`src/rtl/mem_port_arbiter.sv`:
```
// ---------------------------------------------------------------------------
// mem_port_arbiter
//
// Shares one single-ported memory between the instruction-fetch stage (IF)
// and the load/store stage (MEM). Each accepted request becomes one memory
// transaction. The transaction holds ram_req and its fields until ram_ack.
// Completion is then reported to the requester as a one-cycle valid pulse
// with the read data. MEM wins ties. After MAX_CONSEC consecutive MEM grants
// taken while IF was waiting, IF wins the next tie. A flush (if_cancel)
// during a fetch lets the memory finish but swallows the result.
//
// Ports
//   clk, reset_b                 clock, synchronous active-high reset
//   if_req/if_addr/if_cancel     fetch request, address, flush pulse
//   if_rdata/if_valid            fetch data and completion pulse
//   mem_req/mem_we/mem_addr/
//   mem_wdata                    load/store request and its fields
//   mem_rdata/mem_valid          load data (0 for stores), completion pulse
//   ram_req/ram_we/ram_addr/
//   ram_wdata                    memory request, held until ram_ack
//   ram_rdata/ram_ack            memory read data and completion
// All outputs come straight from flops.
// ---------------------------------------------------------------------------
module mem_port_arbiter #(
    parameter int ADDR_W     = 32,
    parameter int DATA_W     = 32,
    parameter int MAX_CONSEC = 4
) (
    input  logic              clk,
    input  logic              reset_b,
    input  logic              if_req,
    input  logic [ADDR_W-1:0] if_addr,
    input  logic              if_cancel,
    output logic [DATA_W-1:0] if_rdata,
    output logic              if_valid,
    input  logic              mem_req,
    input  logic              mem_we,
    input  logic [ADDR_W-1:0] mem_addr,
    input  logic [DATA_W-1:0] mem_wdata,
    output logic [DATA_W-1:0] mem_rdata,
    output logic              mem_valid,
    output logic              ram_req,
    output logic              ram_we,
    output logic [ADDR_W-1:0] ram_addr,
    output logic [DATA_W-1:0] ram_wdata,
    input  logic [DATA_W-1:0] ram_rdata,
    input  logic              ram_ack
);

    localparam int               CNT_W   = $clog2(MAX_CONSEC + 1);
    localparam logic [CNT_W-1:0] CNT_MAX = CNT_W'(MAX_CONSEC);
    localparam logic [CNT_W-1:0] CNT_ONE = {{(CNT_W-1){1'b0}}, 1'b1};

    typedef enum logic [1:0] {
        ST_IDLE     = 2'd0,
        ST_BUSY_IF  = 2'd1,
        ST_BUSY_MEM = 2'd2
    } state_t;

    state_t            state_r,     state_nxt_s;
    logic              ram_req_r,   ram_req_nxt_s;
    logic              ram_we_r,    ram_we_nxt_s;
    logic [ADDR_W-1:0] ram_addr_r,  ram_addr_nxt_s;
    logic [DATA_W-1:0] ram_wdata_r, ram_wdata_nxt_s;
    logic              if_valid_r,  if_valid_nxt_s;
    logic [DATA_W-1:0] if_rdata_r,  if_rdata_nxt_s;
    logic              mem_valid_r, mem_valid_nxt_s;
    logic [DATA_W-1:0] mem_rdata_r, mem_rdata_nxt_s;
    logic [CNT_W-1:0]  starve_r,    starve_nxt_s;
    logic              drop_r,      drop_nxt_s;

    logic              mem_elig_s;
    logic              if_elig_s;
    logic              starve_at_max_s;
    logic              grant_if_s;
    logic              grant_mem_s;

    // A requester whose valid pulse is showing is finishing, not asking again;
    // a fetch being flushed this cycle is not worth starting.
    assign mem_elig_s      = mem_req & ~mem_valid_r;
    assign if_elig_s       = if_req & ~if_valid_r & ~if_cancel;
    assign starve_at_max_s = (starve_r == CNT_MAX);
    assign grant_if_s      = if_elig_s & (~mem_elig_s | starve_at_max_s);
    assign grant_mem_s     = mem_elig_s & ~grant_if_s;

    // Next-state and next-output logic of the transaction sequencer.
    always_comb begin
        state_nxt_s     = state_r;
        ram_req_nxt_s   = ram_req_r;
        ram_we_nxt_s    = ram_we_r;
        ram_addr_nxt_s  = ram_addr_r;
        ram_wdata_nxt_s = ram_wdata_r;
        if_valid_nxt_s  = 1'b0;
        if_rdata_nxt_s  = if_rdata_r;
        mem_valid_nxt_s = 1'b0;
        mem_rdata_nxt_s = mem_rdata_r;
        starve_nxt_s    = starve_r;
        drop_nxt_s      = drop_r;

        case (state_r)
            ST_IDLE: begin
                drop_nxt_s = 1'b0;
                if (grant_if_s) begin
                    state_nxt_s     = ST_BUSY_IF;
                    ram_req_nxt_s   = 1'b1;
                    ram_we_nxt_s    = 1'b0;
                    ram_addr_nxt_s  = if_addr;
                    ram_wdata_nxt_s = {DATA_W{1'b0}};
                    starve_nxt_s    = {CNT_W{1'b0}};
                end else if (grant_mem_s) begin
                    state_nxt_s     = ST_BUSY_MEM;
                    ram_req_nxt_s   = 1'b1;
                    ram_we_nxt_s    = mem_we;
                    ram_addr_nxt_s  = mem_addr;
                    ram_wdata_nxt_s = mem_wdata;
                    // Count only MEM grants that made a waiting fetch wait longer.
                    if (if_req) begin
                        if (starve_at_max_s) begin
                            starve_nxt_s = starve_r;
                        end else begin
                            starve_nxt_s = starve_r + CNT_ONE;
                        end
                    end else begin
                        starve_nxt_s = {CNT_W{1'b0}};
                    end
                end else if (!if_req) begin
                    starve_nxt_s = {CNT_W{1'b0}};
                end else begin
                    starve_nxt_s = starve_r;
                end
            end

            ST_BUSY_IF: begin
                if (ram_ack) begin
                    state_nxt_s   = ST_IDLE;
                    ram_req_nxt_s = 1'b0;
                    ram_we_nxt_s  = 1'b0;
                    drop_nxt_s    = 1'b0;
                    // A flush seen earlier or in this very cycle swallows the result.
                    if (drop_r || if_cancel) begin
                        if_valid_nxt_s = 1'b0;
                    end else begin
                        if_valid_nxt_s = 1'b1;
                        if_rdata_nxt_s = ram_rdata;
                    end
                end else if (if_cancel) begin
                    drop_nxt_s = 1'b1;
                end else begin
                    drop_nxt_s = drop_r;
                end
            end

            ST_BUSY_MEM: begin
                if (ram_ack) begin
                    state_nxt_s     = ST_IDLE;
                    ram_req_nxt_s   = 1'b0;
                    ram_we_nxt_s    = 1'b0;
                    mem_valid_nxt_s = 1'b1;
                    if (ram_we_r) begin
                        mem_rdata_nxt_s = {DATA_W{1'b0}};
                    end else begin
                        mem_rdata_nxt_s = ram_rdata;
                    end
                end else begin
                    state_nxt_s = ST_BUSY_MEM;
                end
            end

            default: begin
                state_nxt_s   = ST_IDLE;
                ram_req_nxt_s = 1'b0;
                ram_we_nxt_s  = 1'b0;
                drop_nxt_s    = 1'b0;
            end
        endcase
    end

    // State and output registers; reset abandons any transaction in flight.
    always_ff @(posedge clk) begin
        if (reset_b) begin
            state_r     <= ST_IDLE;
            ram_req_r   <= 1'b0;
            ram_we_r    <= 1'b0;
            ram_addr_r  <= {ADDR_W{1'b0}};
            ram_wdata_r <= {DATA_W{1'b0}};
            if_valid_r  <= 1'b0;
            if_rdata_r  <= {DATA_W{1'b0}};
            mem_valid_r <= 1'b0;
            mem_rdata_r <= {DATA_W{1'b0}};
            starve_r    <= {CNT_W{1'b0}};
            drop_r      <= 1'b0;
        end else begin
            state_r     <= state_nxt_s;
            ram_req_r   <= ram_req_nxt_s;
            ram_we_r    <= ram_we_nxt_s;
            ram_addr_r  <= ram_addr_nxt_s;
            ram_wdata_r <= ram_wdata_nxt_s;
            if_valid_r  <= if_valid_nxt_s;
            if_rdata_r  <= if_rdata_nxt_s;
            mem_valid_r <= mem_valid_nxt_s;
            mem_rdata_r <= mem_rdata_nxt_s;
            starve_r    <= starve_nxt_s;
            drop_r      <= drop_nxt_s;
        end
    end

    assign ram_req   = ram_req_r;
    assign ram_we    = ram_we_r;
    assign ram_addr  = ram_addr_r;
    assign ram_wdata = ram_wdata_r;
    assign if_valid  = if_valid_r;
    assign if_rdata  = if_rdata_r;
    assign mem_valid = mem_valid_r;
    assign mem_rdata = mem_rdata_r;

endmodule

```
`config.mk`:
```
export PLATFORM = sky130hd
export DESIGN_NAME = mem_port_arbiter
export DESIGN_NICKNAME = d
export VERILOG_FILES = /design/src/rtl/mem_port_arbiter.sv
export SDC_FILE = /design/constraint.sdc
export NUM_CORES = 1
export LEC_CHECK = 0
export ABC_AREA = 1
export CAP_MARGIN = 30
export CELL_PAD_IN_SITES_DETAIL_PLACEMENT = 1
export CELL_PAD_IN_SITES_GLOBAL_PLACEMENT = 1
export CORE_ASPECT_RATIO = 0.75
export CORE_UTILIZATION = 31
export CTS_BUF_LIST = sky130_fd_sc_hd__clkbuf_4
export DETAILED_ROUTE_END_ITERATION = 7
export PLACE_DENSITY = 0.95
export SLEW_MARGIN = 20
export SYNTH_ARGS = -nofsm -noshare
export SYNTH_HDL_FRONTEND = slang
export SYNTH_SLANG_ARGS = --single-unit
```
`constraint.sdc`:
```
create_clock -name clk -period 2.66 [get_ports clk]
set_clock_uncertainty 0.2 [all_clocks]
set_input_delay 0.665 -clock clk [delete_from_list [all_inputs] [get_ports clk]]
set_output_delay 0.665 -clock clk [all_outputs]
set_load 0.01 [all_outputs]
```
; ---- Yosys cells after proc, flatten, opt, wreduce, memory -nomap -nowiden
; Cells that the tools add are included.
[classes]
n_addsub = 1
n_eq_ne = 9
muxes = 27
bitwise_logic = 15
reduce_logical = 13
[op_table]
columns = op, count
row1 = $mux 32, 5
row2 = $mux 3, 5
row3 = $reduce_and 2->1, 5
row4 = $mux 1, 9
row5 = $not 1->1, 9
row6 = $mux 2, 4
row7 = $ne 3x3->1 const B, 2
row8 = $pmux 1 s2, 3
row9 = $pmux 2 s3, 1
row10 = $reduce_and 3->1, 2
row11 = $and 1x1->1, 5
row12 = $reduce_or 2->1, 2
row13 = $add 3x1->3 const B, 1
row14 = $eq 3x3->1 const B, 1
row15 = $ne 3x1->1 const B, 1
row16 = $ne 3x2->1 const B, 1
row17 = $reduce_or 3->1, 1
row18 = $eq 2x1->1 const B, 1
row19 = $eq 2x2->1 const B, 1
row20 = $logic_not 2->1, 1
row21 = $ne 2x1->1 const B, 1
row22 = $ne 2x2->1 const B, 1
row23 = $reduce_bool 2->1, 1
row24 = $logic_or 1x1->1, 1
row25 = $or 1x1->1, 1
[word_totals]
register_bits = 138
in_bits = 135
out_inout_bits = 132
elab_cells = 76

; ---- Logic depth before layout (Yosys ltp)
[logic_depth]
ltp_word = 10
ltp_mapped = 10
ltp_nobuf = 10

; ---- Least setup slack after synthesis
; OpenSTA, ideal clock, no wires.
[synth_timing]
path_kind = input port to flip-flop
startpoint = input if_cancel
endpoint = register ram_addr_r[23] (netlist: ram_addr[23])
setup_time_ns = 0.120
arrival_time_ns = 1.431
t_required_ns = 2.340
slack_ns = 0.910
stages = 8
path_cell_list = inv_1 nand3_2 nand2_2 nand2_2 buf_6 buf_6 a21oi_1 a21oi_1
[synth_via]
elab_chain_cells = 7
[synth_rtl]
columns = element, line
row1 = start: declaration, 33  ; input logic if_cancel,
row2 = $not 1->1 *, 81  ; assign if_elig_s = if_req & ~if_valid_r & ~if_cancel;
row3 = $and 1x1->1 *, 81
row4 = $and 1x1->1 *, 83  ; assign grant_if_s = if_elig_s & (~mem_elig_s | starve_at_max_s);
row5 = $not 1->1, 84  ; assign grant_mem_s = mem_elig_s & ~grant_if_s;
row6 = $and 1x1->1, 84
row7 = $reduce_bool 2->1 (no line), n/a
row8 = $reduce_and 2->1 (no line), n/a
row9 = end signal: assignment, 184  ; ram_addr_r <= {ADDR_W{1'b0}};
row10 = end signal: assignment, 196  ; ram_addr_r <= ram_addr_nxt_s;
row11 = end: declaration, 63  ; logic [ADDR_W-1:0] ram_addr_r, ram_addr_nxt_s;
; Mark *: on every way between the ends. The rest lies on a longest branch, timed or not.
; A chain may end at the register's enable or synchronous reset.

; ---- Worst setup path in the final report
[layout_timing]
startpoint = register ram_wdata_r[3] (netlist: ram_wdata[3])
endpoint = output ram_wdata[3]
[layout_lines]
columns = element, line
row1 = start: declaration, 64  ; logic [DATA_W-1:0] ram_wdata_r, ram_wdata_nxt_s;
row2 = start signal: assignment, 185  ; ram_wdata_r <= {DATA_W{1'b0}};
row3 = start signal: assignment, 197  ; ram_wdata_r <= ram_wdata_nxt_s;
row4 = end: declaration, 45  ; output logic [DATA_W-1:0] ram_wdata,
; No word-level cell between the ends.

==> run_results.csv <==
group,metric,value,unit
status,outcome,"completed",
pwr,p_total,5.15,mW
clock_tree,clock_path_buffers,2,
clock_tree,path_clk_slew,130,ps
final_layout,area_growth,56.6,%
setup_path,r2r-end,"ram_we",
placement,place_congestion,0.785,
floorplan,initial_core_util,0.317,
final_layout,num-fill-cells,2180,
sta,fin_tns_setup,0,ps
drt,drt_wl_total,20.4,mm
global_routing,grt_max_degree,69,
sta,relSlewSlack,0.721,
clock_tree,cts_root_buffer,"clkbuf_4",
pwr,power_density,587,nW/µm²
min_path,hold_path_class,"reg2reg",
global_routing,overflow,0,
drt,drc,0,
synthesis,synth_top_area_frac,0.493,
synthesis,syn_inst,766,
setup_path,cpMaxStageDelayCell,"clkdlybuf4s50_1",
synthesis,ys_warn_count,0,
clock_tree,ctsHoldBuffers,0,
floorplan,rows,42,
floorplan,core-area,17700,µm²
setup_path,reg2regPathDepth,7,
final_layout,final_cell_mix,"266 x clkdlybuf4s50_1, 190 x nand2_1, 138 x dfxtp_1",
drt,drt_first_pass_iters,4,
floorplan,die-area,18600,µm²
global_routing,antenna_found_initial,1,
pwr,irDropWorstVdd,0.311,mV
sta,max_freq,0.424,GHz
setup_path,worstReg2RegStart,"state_r[1]",
clock_tree,cts.htree.levels,4,
setup_path,path_buf_inv,1,
sta,finalSetupViolCount,0,
run,maxCapViolCount,0,
sta,hold_viol_final,0,
min_path,worstHoldStart,"ram_req",
drt,route.antenna.remaining_nets,0,
synthesis,synthesis.area,5600,µm²
min_path,hold-path-cell-count,2,
placement,io_buffers,266,
drt,drtIter0Drc,351,
sta,grt_setup_unrepaired,"no",
min_path,holdPathEnd,"ram_req",
clock_tree,cts_buffers,17,
setup_path,start_kind,"flip-flop",
final_layout,drive_above_1_share,0.0518,
sta,fin_crit_sh,0.886,
final_layout,fin_nets,1151,
sta,final.min_clock_period,2360,ps
setup_path,critical-path-max-stage-delay,590,ps
setup_path,cp.arrival,1490,ps
setup_path,cp-end-kind,"output pin",
final_layout,instances_no_fill,1266,
synthesis,synth_nets,906,
setup_path,crit_family,"buffers and inverters",
global_routing,grt_pass1_vias,6387,
placement,hpwl,14.4,mm
final_layout,final_util,0.497,
synthesis,synth.area.top_cells,"dfxtp_1 49%, nand2_1 13%, a21oi_1 8.9%",
global_routing,grt_first_pass_wirelength,32.5,mm
setup_path,setup.worst_path.start,"ram_wdata[3]",
clock_tree,post_cts.repair.setup_buffers,0,
setup_path,path_class,"reg2out",
setup_path,crit_chain,"clkdlybuf4s50_1",
synthesis,yosys.area.top_type,"dfxtp_1",
floorplan,die_w,157,µm
clock_tree,insertion_delay,520,ps
floorplan,ios,267,
setup_path,cp.required,1790,ps
clock_tree,cts.sinks,138,
synthesis,ys_seq_elements,138,
sta,worstMarginPinSlew,418,ps
drt,vias,6121,
synthesis,synth_seq_area_share,0.493,
setup_path,cp_max_fo,2,
placement,dp_cells,1234,
final_layout,layout_commonest_cell,"clkdlybuf4s50_1",
sta,report.final.slew_viol_count,0,
drt,wl_per_cell,16.1,µm
global_routing,grt_usage,0.223,
drt,viasPerCell,4.83,
setup_path,r2r_slack,830,ps
synthesis,avgSynthCellArea,7.31,µm²
pwr,p_leak,3.54,nW
clock_tree,cts_resized,0,
floorplan,die_y,118,µm
synthesis,yosysUniqueCellTypes,19,
clock_tree,tritoncts,"yes",
worst max-delay path by stage:
| stage | slack, ps | cells past startpoint | end |
|---|---|---|---|
| finish | 300 | 1 | ram_wdata[3] |
| global route | 220 | 1 | ram_wdata[3] |
| CTS | 240 | 1 | ram_wdata[3] |
| detailed placement | 190 | 7 | ram_addr[12] |
| global placement | 270 | 7 | ram_addr[25] |
| floorplan | 910 | 8 | ram_addr[23] |
layout make-up:
type	instances	area [µm²]	share of cell area
repair buffers	283	2870	0.327
flip-flops and latches	138	2760	0.315
multi-input cells	516	2340	0.267
well taps	242	303	0.0345
inverters	55	206	0.0235
clock inverters	13	153	0.0174
clock buffers	18	135	0.0154
diodes	1	2.50	0.000285
metrics by stage:
| step | hold WS, ps | setup slack [ps] | area (µm²) |
|---|---|---|---|
| finish | 273 | 302 | 8770 |
| global route | 296 | 216 | 8770 |
| global placement | 251 | 274 | 8480 |
| CTS | 275 | 237 | 8760 |
| floorplan | 257 | 910 | 5600 |
| detailed placement | 254 | 191 | 8480 |
synth_stat cells:
library cell and instances:
nand3_1 72, buf_6 5, inv_2 1, nand3_2 1
nand3b_1 1, clkbuf_1 23, nand2_2 3, nand4_1 32
a211oi_1 1, buf_1 6, a21oi_1 100, buf_4 5
dfxtp_1 138, ha_1 5, buf_2 18, nor2_1 79
nand2_1 190, o21ai_0 32, inv_1 54
power breakdown:
group	switching (mW)	internal, mW
sequential	0.0957	2.24
combinational	0.693	0.668
clock	0.795	0.652
total	1.58	3.56
registers in the layout, summed over array words and instances, names as in the netlist:
name,flops
mem_rdata,32
ram_wdata,32
starve_r,3
ram_we,1
mem_valid,1
state_r,2
ram_addr,32
if_valid,1
drop_r,1
ram_req,1
if_rdata,32
logic make-up after synthesis:
| logic type | after synthesis | share of synthesized area |
|---|---|---|
| AND/OR/NAND/NOR | 378 | 0.287 |
| flip-flops | 138 | 0.493 |
| AO/OA/AOI/OAI | 133 | 0.119 |
| buffers and inverters | 112 | 0.0892 |
| adder cells (fa/ha/maj) | 5 | 0.0112 |
worst reg2reg max path, cell delays in order (launching register included):
cell     delay [ps]
dfxtp_1         330
inv_1           100
ha_1            390
buf_4           400
nand3_1         150
nand2_1          80
nand2_1          40
nor2_1           80
metal layers:
layer	part of all wire	GRT usage	vias to the layer above	wire length, µm
li1	-	-	2979	-
met1	0.43	0.266	2918	8690
met2	0.49	0.378	186	9970
met3	0.060	0.0605	38	1230
met4	0.027	0.0886	0	555
met5	0	0	-	0
(Power assumes the default switching activity.)
